**config.mk**
```make
export PLATFORM = sky130hd
export DESIGN_NAME = ps2_move_decoder
export DESIGN_NICKNAME = d
export VERILOG_FILES = /design/src/rtl/ps2_keys_pkg.sv /design/src/rtl/move_repeat_timer.sv /design/src/rtl/ps2_move_decoder.sv
export SDC_FILE = /design/constraint.sdc
export NUM_CORES = 1
export LEC_CHECK = 0
export BUFFER_PORTS_ARGS = -buffer_cell sky130_fd_sc_hd__buf_4
export CAP_MARGIN = 20
export CORE_UTILIZATION = 31
export DETAILED_ROUTE_END_ITERATION = 10
export GPL_TIMING_DRIVEN = 1
export HOLD_SLACK_MARGIN = 0.02
export PLACE_DENSITY = 0.54
export SETUP_SLACK_MARGIN = 0.02
export SYNTH_ARGS = -nofsm -noshare
export SYNTH_HDL_FRONTEND = slang
export SYNTH_HIERARCHICAL = 1
export SYNTH_SLANG_ARGS = --single-unit
export TNS_END_PERCENT = 10
```
**constraint.sdc**
```tcl
create_clock -name clock -period 2.7 [get_ports clock]
set_clock_uncertainty 0.1 [all_clocks]
set_input_delay 0.27 -clock clock [delete_from_list [all_inputs] [get_ports clock]]
set_output_delay 0.27 -clock clock [all_outputs]
set_load 0.02 [all_outputs]
```
**src/rtl/ps2_keys_pkg.sv**
```systemverilog
// Scancodes, direction indices and decoder state encoding shared by the PS/2 movement decoder.
// Lookup helpers map a scancode to a one-hot direction vector and return zero for any other code.
package ps2_keys_pkg;

    localparam logic [7:0] SC_EXT   = 8'hE0;
    localparam logic [7:0] SC_BREAK = 8'hF0;

    localparam logic [7:0] SC_UP    = 8'h75;
    localparam logic [7:0] SC_DOWN  = 8'h72;
    localparam logic [7:0] SC_LEFT  = 8'h6B;
    localparam logic [7:0] SC_RIGHT = 8'h74;

    localparam logic [7:0] SC_W     = 8'h1D;
    localparam logic [7:0] SC_A     = 8'h1C;
    localparam logic [7:0] SC_S     = 8'h1B;
    localparam logic [7:0] SC_D     = 8'h23;

    localparam int DIR_LEFT  = 0;
    localparam int DIR_RIGHT = 1;
    localparam int DIR_UP    = 2;
    localparam int DIR_DOWN  = 3;
    localparam int NUM_DIRS  = 4;

    typedef enum logic [1:0] {
        ST_IDLE = 2'd0,
        ST_E0   = 2'd1,
        ST_F0   = 2'd2,
        ST_E0F0 = 2'd3
    } dec_state_t;

    function automatic logic [NUM_DIRS-1:0] arrow_onehot(input logic [7:0] code);
        logic [NUM_DIRS-1:0] dir;
        dir = '0;
        case (code)
            SC_LEFT:  dir[DIR_LEFT]  = 1'b1;
            SC_RIGHT: dir[DIR_RIGHT] = 1'b1;
            SC_UP:    dir[DIR_UP]    = 1'b1;
            SC_DOWN:  dir[DIR_DOWN]  = 1'b1;
            default:  dir = '0;
        endcase
        return dir;
    endfunction

    function automatic logic [NUM_DIRS-1:0] wasd_onehot(input logic [7:0] code);
        logic [NUM_DIRS-1:0] dir;
        dir = '0;
        case (code)
            SC_A:    dir[DIR_LEFT]  = 1'b1;
            SC_D:    dir[DIR_RIGHT] = 1'b1;
            SC_W:    dir[DIR_UP]    = 1'b1;
            SC_S:    dir[DIR_DOWN]  = 1'b1;
            default: dir = '0;
        endcase
        return dir;
    endfunction

endpackage

```
**src/rtl/move_repeat_timer.sv**
```systemverilog
// Per-direction step generator: one pulse on the held level's rising edge, then auto-repeat
// pulses REPEAT_DELAY cycles later and every REPEAT_PERIOD cycles after that.
module move_repeat_timer #(
    parameter int          CNT_W         = 24,
    parameter int unsigned REPEAT_DELAY  = 12500000,
    parameter int unsigned REPEAT_PERIOD = 2500000
) (
    input  logic clock,
    input  logic resetn,
    input  logic held,
    output logic step
);

    localparam longint unsigned CNT_MAX = (64'd1 << CNT_W) - 64'd1;

    generate
        if (REPEAT_DELAY < 1 || 64'(REPEAT_DELAY) > CNT_MAX) begin : g_bad_delay
            $error("move_repeat_timer: REPEAT_DELAY must be in 1..2**CNT_W-1");
        end
        if (REPEAT_PERIOD < 1 || 64'(REPEAT_PERIOD) > CNT_MAX) begin : g_bad_period
            $error("move_repeat_timer: REPEAT_PERIOD must be in 1..2**CNT_W-1");
        end
    endgenerate

    // The pulse fires on the cycle the count reads zero, so loading N-1 spaces pulses exactly N cycles apart.
    localparam logic [CNT_W-1:0] DELAY_LD  = CNT_W'(REPEAT_DELAY - 1);
    localparam logic [CNT_W-1:0] PERIOD_LD = CNT_W'(REPEAT_PERIOD - 1);
    localparam logic [CNT_W-1:0] CNT_ONE   = {{(CNT_W-1){1'b0}}, 1'b1};

    logic             held_q;
    logic [CNT_W-1:0] cnt;
    logic             rise;
    logic             expire;

    assign rise   = held & ~held_q;
    assign expire = held & held_q & (cnt == '0);
    assign step   = rise | expire;

    always_ff @(posedge clock or negedge resetn) begin
        if (!resetn) begin
            held_q <= 1'b0;
            cnt    <= '0;
        end else begin
            held_q <= held;
            if (!held) begin
                cnt <= '0;
            end else if (rise) begin
                cnt <= DELAY_LD;
            end else if (expire) begin
                cnt <= PERIOD_LD;
            end else begin
                cnt <= cnt - CNT_ONE;
            end
        end
    end

endmodule

```
**src/rtl/ps2_move_decoder.sv**
```systemverilog
// Turns the PS/2 scancode byte stream into held arrow-key levels and rate-limited step pulses.
//   state   | meaning
//   IDLE    | waiting for a prefix or a non-extended (WASD) make code
//   E0      | extended prefix seen, next byte is an arrow make or a break prefix
//   F0      | break prefix seen, next byte is a WASD break code
//   E0F0    | extended break prefix seen, next byte is an arrow break code
module ps2_move_decoder
    import ps2_keys_pkg::*;
#(
    parameter bit          ENABLE_WASD    = 1'b1,
    parameter int          CNT_W          = 24,
    parameter int unsigned REPEAT_DELAY   = 12500000,
    parameter int unsigned REPEAT_PERIOD  = 2500000,
    parameter int unsigned PREFIX_TIMEOUT = 5000000
) (
    input  logic       clock,
    input  logic       resetn,
    input  logic       key_valid,
    input  logic [7:0] key_data,
    output logic       moveleft,
    output logic       moveright,
    output logic       moveup,
    output logic       movedown,
    output logic       step_left,
    output logic       step_right,
    output logic       step_up,
    output logic       step_down
);

    localparam longint unsigned CNT_MAX = (64'd1 << CNT_W) - 64'd1;

    generate
        if (PREFIX_TIMEOUT < 1 || 64'(PREFIX_TIMEOUT) > CNT_MAX) begin : g_bad_timeout
            $error("ps2_move_decoder: PREFIX_TIMEOUT must be in 1..2**CNT_W-1");
        end
    endgenerate

    localparam logic [CNT_W-1:0] PFX_LAST = CNT_W'(PREFIX_TIMEOUT - 1);
    localparam logic [CNT_W-1:0] CNT_ONE  = {{(CNT_W-1){1'b0}}, 1'b1};

    dec_state_t          state;
    dec_state_t          state_nxt;
    logic [CNT_W-1:0]    pfx_cnt;
    logic                pfx_expire;
    logic [NUM_DIRS-1:0] arrow_dir;
    logic [NUM_DIRS-1:0] wasd_dir;
    logic [NUM_DIRS-1:0] make_vec;
    logic [NUM_DIRS-1:0] brk_vec;
    logic [NUM_DIRS-1:0] held;
    logic [NUM_DIRS-1:0] raw_step;

    assign arrow_dir  = arrow_onehot(key_data);
    assign wasd_dir   = ENABLE_WASD ? wasd_onehot(key_data) : '0;
    assign pfx_expire = (state != ST_IDLE) && !key_valid && (pfx_cnt == PFX_LAST);

    always_ff @(posedge clock or negedge resetn) begin
        if (!resetn) begin
            state <= ST_IDLE;
        end else begin
            state <= state_nxt;
        end
    end

    always_comb begin
        state_nxt = state;
        make_vec  = '0;
        brk_vec   = '0;
        if (key_valid) begin
            case (state)
                ST_IDLE: begin
                    if (key_data == SC_EXT) begin
                        state_nxt = ST_E0;
                    end else if (key_data == SC_BREAK) begin
                        state_nxt = ST_F0;
                    end else begin
                        make_vec = wasd_dir;
                    end
                end
                ST_E0: begin
                    if (key_data == SC_BREAK) begin
                        state_nxt = ST_E0F0;
                    end else if (key_data != SC_EXT) begin
                        make_vec  = arrow_dir;
                        state_nxt = ST_IDLE;
                    end
                end
                ST_F0: begin
                    if (key_data != SC_BREAK) begin
                        brk_vec   = wasd_dir;
                        state_nxt = ST_IDLE;
                    end
                end
                ST_E0F0: begin
                    brk_vec   = arrow_dir;
                    state_nxt = ST_IDLE;
                end
                default: state_nxt = ST_IDLE;
            endcase
        end else if (pfx_expire) begin
            state_nxt = ST_IDLE;
        end
    end

    // Only counts while a prefix is pending; any byte restarts the wait.
    always_ff @(posedge clock or negedge resetn) begin
        if (!resetn) begin
            pfx_cnt <= '0;
        end else if (key_valid || state == ST_IDLE || pfx_expire) begin
            pfx_cnt <= '0;
        end else begin
            pfx_cnt <= pfx_cnt + CNT_ONE;
        end
    end

    // Arrow and letter for one direction share a bit, so the first break releases it.
    always_ff @(posedge clock or negedge resetn) begin
        if (!resetn) begin
            held <= '0;
        end else begin
            held <= (held | make_vec) & ~brk_vec;
        end
    end

    generate
        for (genvar d = 0; d < NUM_DIRS; d++) begin : g_timer
            move_repeat_timer #(
                .CNT_W         (CNT_W),
                .REPEAT_DELAY  (REPEAT_DELAY),
                .REPEAT_PERIOD (REPEAT_PERIOD)
            ) u_timer (
                .clock  (clock),
                .resetn (resetn),
                .held   (held[d]),
                .step   (raw_step[d])
            );
        end
    endgenerate

    assign moveleft  = held[DIR_LEFT];
    assign moveright = held[DIR_RIGHT];
    assign moveup    = held[DIR_UP];
    assign movedown  = held[DIR_DOWN];

    // Opposing keys cancel steps on their axis; timers keep running underneath.
    assign step_left  = raw_step[DIR_LEFT]  & ~held[DIR_RIGHT];
    assign step_right = raw_step[DIR_RIGHT] & ~held[DIR_LEFT];
    assign step_up    = raw_step[DIR_UP]    & ~held[DIR_DOWN];
    assign step_down  = raw_step[DIR_DOWN]  & ~held[DIR_UP];

endmodule
```
==> impl_metrics.json <==
{
  "status": "finished with violations",
  "failed_checks": "negative setup slack",
  "wl_per_cell_um": 14.70,
  "place_inst": 1042,
  "fmax_mhz": 330.5,
  "rr_worst_depth": 6,
  "gp_congestion": 0.8207,
  "p_int_mw": 4.269,
  "cts_buffer_depth": 2,
  "grt_pass1_vias": 5294,
  "cts_max_level": 4,
  "rows": 54,
  "synth_top_area_share_pct": 46.96,
  "drt_iter0_drc": 309,
  "p_per_area_nw_per_um2": 730.1,
  "p_seq_share_pct": 35.4,
  "synth_seq_cells": 130,
  "drcViolationCount": 0,
  "numCtsBuffers": 17,
  "antenna_found_initial": 0,
  "postSynthAreaPerCell_um2": 9.689,
  "antenna_cells": 0,
  "min_path_cells": 4,
  "syn_nets": 735,
  "design.portCount": 19,
  "grt_max_degree": 55,
  "layout-drive-gt1-share_pct": 17.31,
  "p_clk_share_pct": 38.6,
  "start_kind": "flop",
  "ys.flop_type": "dfrtp_1",
  "drv_slew": 0,
  "fin_crit_sh_pct": 112.1,
  "cp_max_fo": 4,
  "yosys-top-cells-area": "dfrtp_1 47%, xnor2_1 7.2%, nor2_1 4.7%, a21oi_1 3.9%, xor2_1 2.8%",
  "crit_arrival_ns": 2.66,
  "num-fill-cells": 2194,
  "path_class": "reg -> out",
  "p_sw_mw": 1.815,
  "grt_pass1_wl_um": 26630,
  "die_w_um": 151.5,
  "min_period_ns": 3.026,
  "ir_drop_uv": 434.5,
  "synthDistinctLibCells": 61,
  "clk_latency_ns": 0.43,
  "dieArea_um2": 22950,
  "post-route-util_pct": 38.07,
  "worstMarginPinSlew_ns": 0.8576,
  "rsz0062_at_grt": "true",
  "finalHoldViolations": 0,
  "grt_use_total_pct": 14.96,
  "final-setup-viol-count": 3,
  "routed_wl_um": 15830,
  "power_mw": 6.084,
  "synth-async-reset-ratio_pct": 100.0,
  "area_growth_pct": 20.28,
  "fin_ws_ns": -0.3261,
  "power_frac_comb_pct": 26.0,
  "cts.sinks": 130,
  "stdcell_count": 1077,
  "grt_remaining_overflow": 0,
  "worst_setup_path_end_kind": "primary output",
  "synth-seq-area-share_pct": 46.96,
  "root_buffer": "clkbuf_16",
  "min-delay-start": "key_data[3]",
  "core_um2": 21890,
  "place.port_buffers": 18,
  "drv_cap": 0,
  "required_ns": 2.33,
  "netlist_area_um2": 6928,
  "r2r-start": "g_timer[1].u_timer/cnt[19]",
  "synthCells": 715,
  "dpl_worst_slack_ns": 0.1231,
  "synth-edff-count": 0,
  "dieHeight_um": 151.5,
  "nNetsFinal": 804,
  "hp-class": "in -> reg",
  "cts_tree": "built",
  "drtAntennaViolNets": 0,
  "via_per_inst": 5.077,
  "initial_utilization_pct": 31.65,
  "leakage_nw": 3.646,
  "max_slew_margin_pct": 41.35,
  "switching_share_pct": 29.84,
  "clk_pin_slew_worst_paths_ns": 0.05,
  "yosys_warnings": 6,
  "first_pass_iters": 4,
  "synth_area_leader_cell": "dfrtp_1",
  "critPathLaunch": "g_timer[1].u_timer/cnt[19]",
  "via_count": 5468,
  "hpwl_um": 11160
}
synthesized netlist by cell type, types with 12 or more instances:
master and n:
xor2_1 22, nand3_1 25, nand4_1 22, nand2_1 45, a31oi_1 14, inv_1 27
nor4_1 22, o31ai_1 12, xnor2_1 57, nor3_1 37, dfrtp_1 130, a21oi_1 54
nor2_1 86
cell type report:
type / instances / area, um2 / share of cell area [%]
multi-input combinational: 542 / 3513 / 42.16
timing repair buffer: 65 / 500.5 / 6.006
clock buffer: 24 / 511.7 / 6.141
sequential: 130 / 3253 / 39.04
clock inverter: 8 / 98.84 / 1.186
inverter: 28 / 105.1 / 1.261
tap: 280 / 350.3 / 4.204
critical path: stages, from the launching register on:
cell     delay [ns]
dfrtp_1        0.37
or4_4          0.55
or3_4          0.43
or3b_4         0.38
and2_4         0.17
nor2_2         0.07
nor2b_4        0.14
buf_6          0.12
metrics by stage:
stage / setup TNS [ns] / hold WS, ns / instance area, um2
detailed placement: 0 / 0.1644 / 7664
global placement: 0 / 0.1673 / 7664
CTS: -0.9841 / 0.06888 / 8312
finish: -0.9218 / 0.08304 / 8333
floorplan: -0.01442 / -0.1256 / 6950
global route: -1.174 / 0.08315 / 8333
layout by cell type, fill, tap and decap left out, types with 12 or more instances in the layout:
cell type,instances
a31oi_1,14
xnor2_1,57
nor4_1,22
nand4_1,22
nor3_1,35
nand2_1,45
o31ai_1,12
a21oi_1,54
clkbuf_16,17
dfrtp_1,130
buf_4,61
inv_1,27
nor2_1,84
xor2_1,22
nand3_1,25
registers in the layout, indices dropped and copies added (netlist names):
name                    cells
held                        4
g_timer.u_timer/cnt        96
pfx_cnt                    24
g_timer.u_timer/held_q      4
state                       2
path summary, 6_finish.rpt:
check	to	slack (ns)
worst max register to register	g_timer[1].u_timer/cnt[5]	0.25
max in group asynchronous	pfx_cnt[4]	1.47
min in group asynchronous	g_timer[2].u_timer/cnt[2]	0.26
worst min-delay path	held[1]	0.08
worst min register to register	g_timer[2].u_timer/cnt[0]	0.40
worst max-delay path	step_right	-0.33
timing repair:
action | CTS | global route
gates resized for setup | 5 | 5
pin swaps | 0 | 2
gates cloned | 0 | 0
hold buffers | 2 | 0
buffers inserted | 0 | 1
endpoints found under the setup margin | 4 | 4
endpoints found under the hold margin | 52 | 0
power groups by stage:
stage	combinational (mW)	clock (mW)	sequential (mW)
4_1_cts	1.57	2.40	2.15
3_5_place_dp	1.55	0	2.18
6_report	1.58	2.35	2.15
3_3_place_gp	1.56	0	2.18
2_1_floorplan	1.14	0	2.18
5_1_grt	1.77	2.49	2.17
layer usage:
metal	global-route usage (%)	share of wire [%]	wire length, um
met1	19.91	49	7759
met2	23.29	46	7299
met3	4.491	3.9	622
met4	4.554	0.94	149
met5	0	0	0
cell families (layout without fill, tap and decap cells):
| logic type | Yosys count | after routing | synth area share, % |
|---|---|---|---|
| buffers and inverters | 43 | 125 | 3.052 |
| AOI/OAI and AO/OA | 134 | 134 | 12.64 |
| muxes | 2 | 2 | 0.3070 |
| DFF | 130 | 130 | 46.96 |
| and+or+nand+nor | 318 | 318 | 25.43 |
| xor gates and xnor gates | 79 | 79 | 9.987 |
| adders and majority gates | 9 | 9 | 1.625 |
Power figures use the tool's default switching activity.
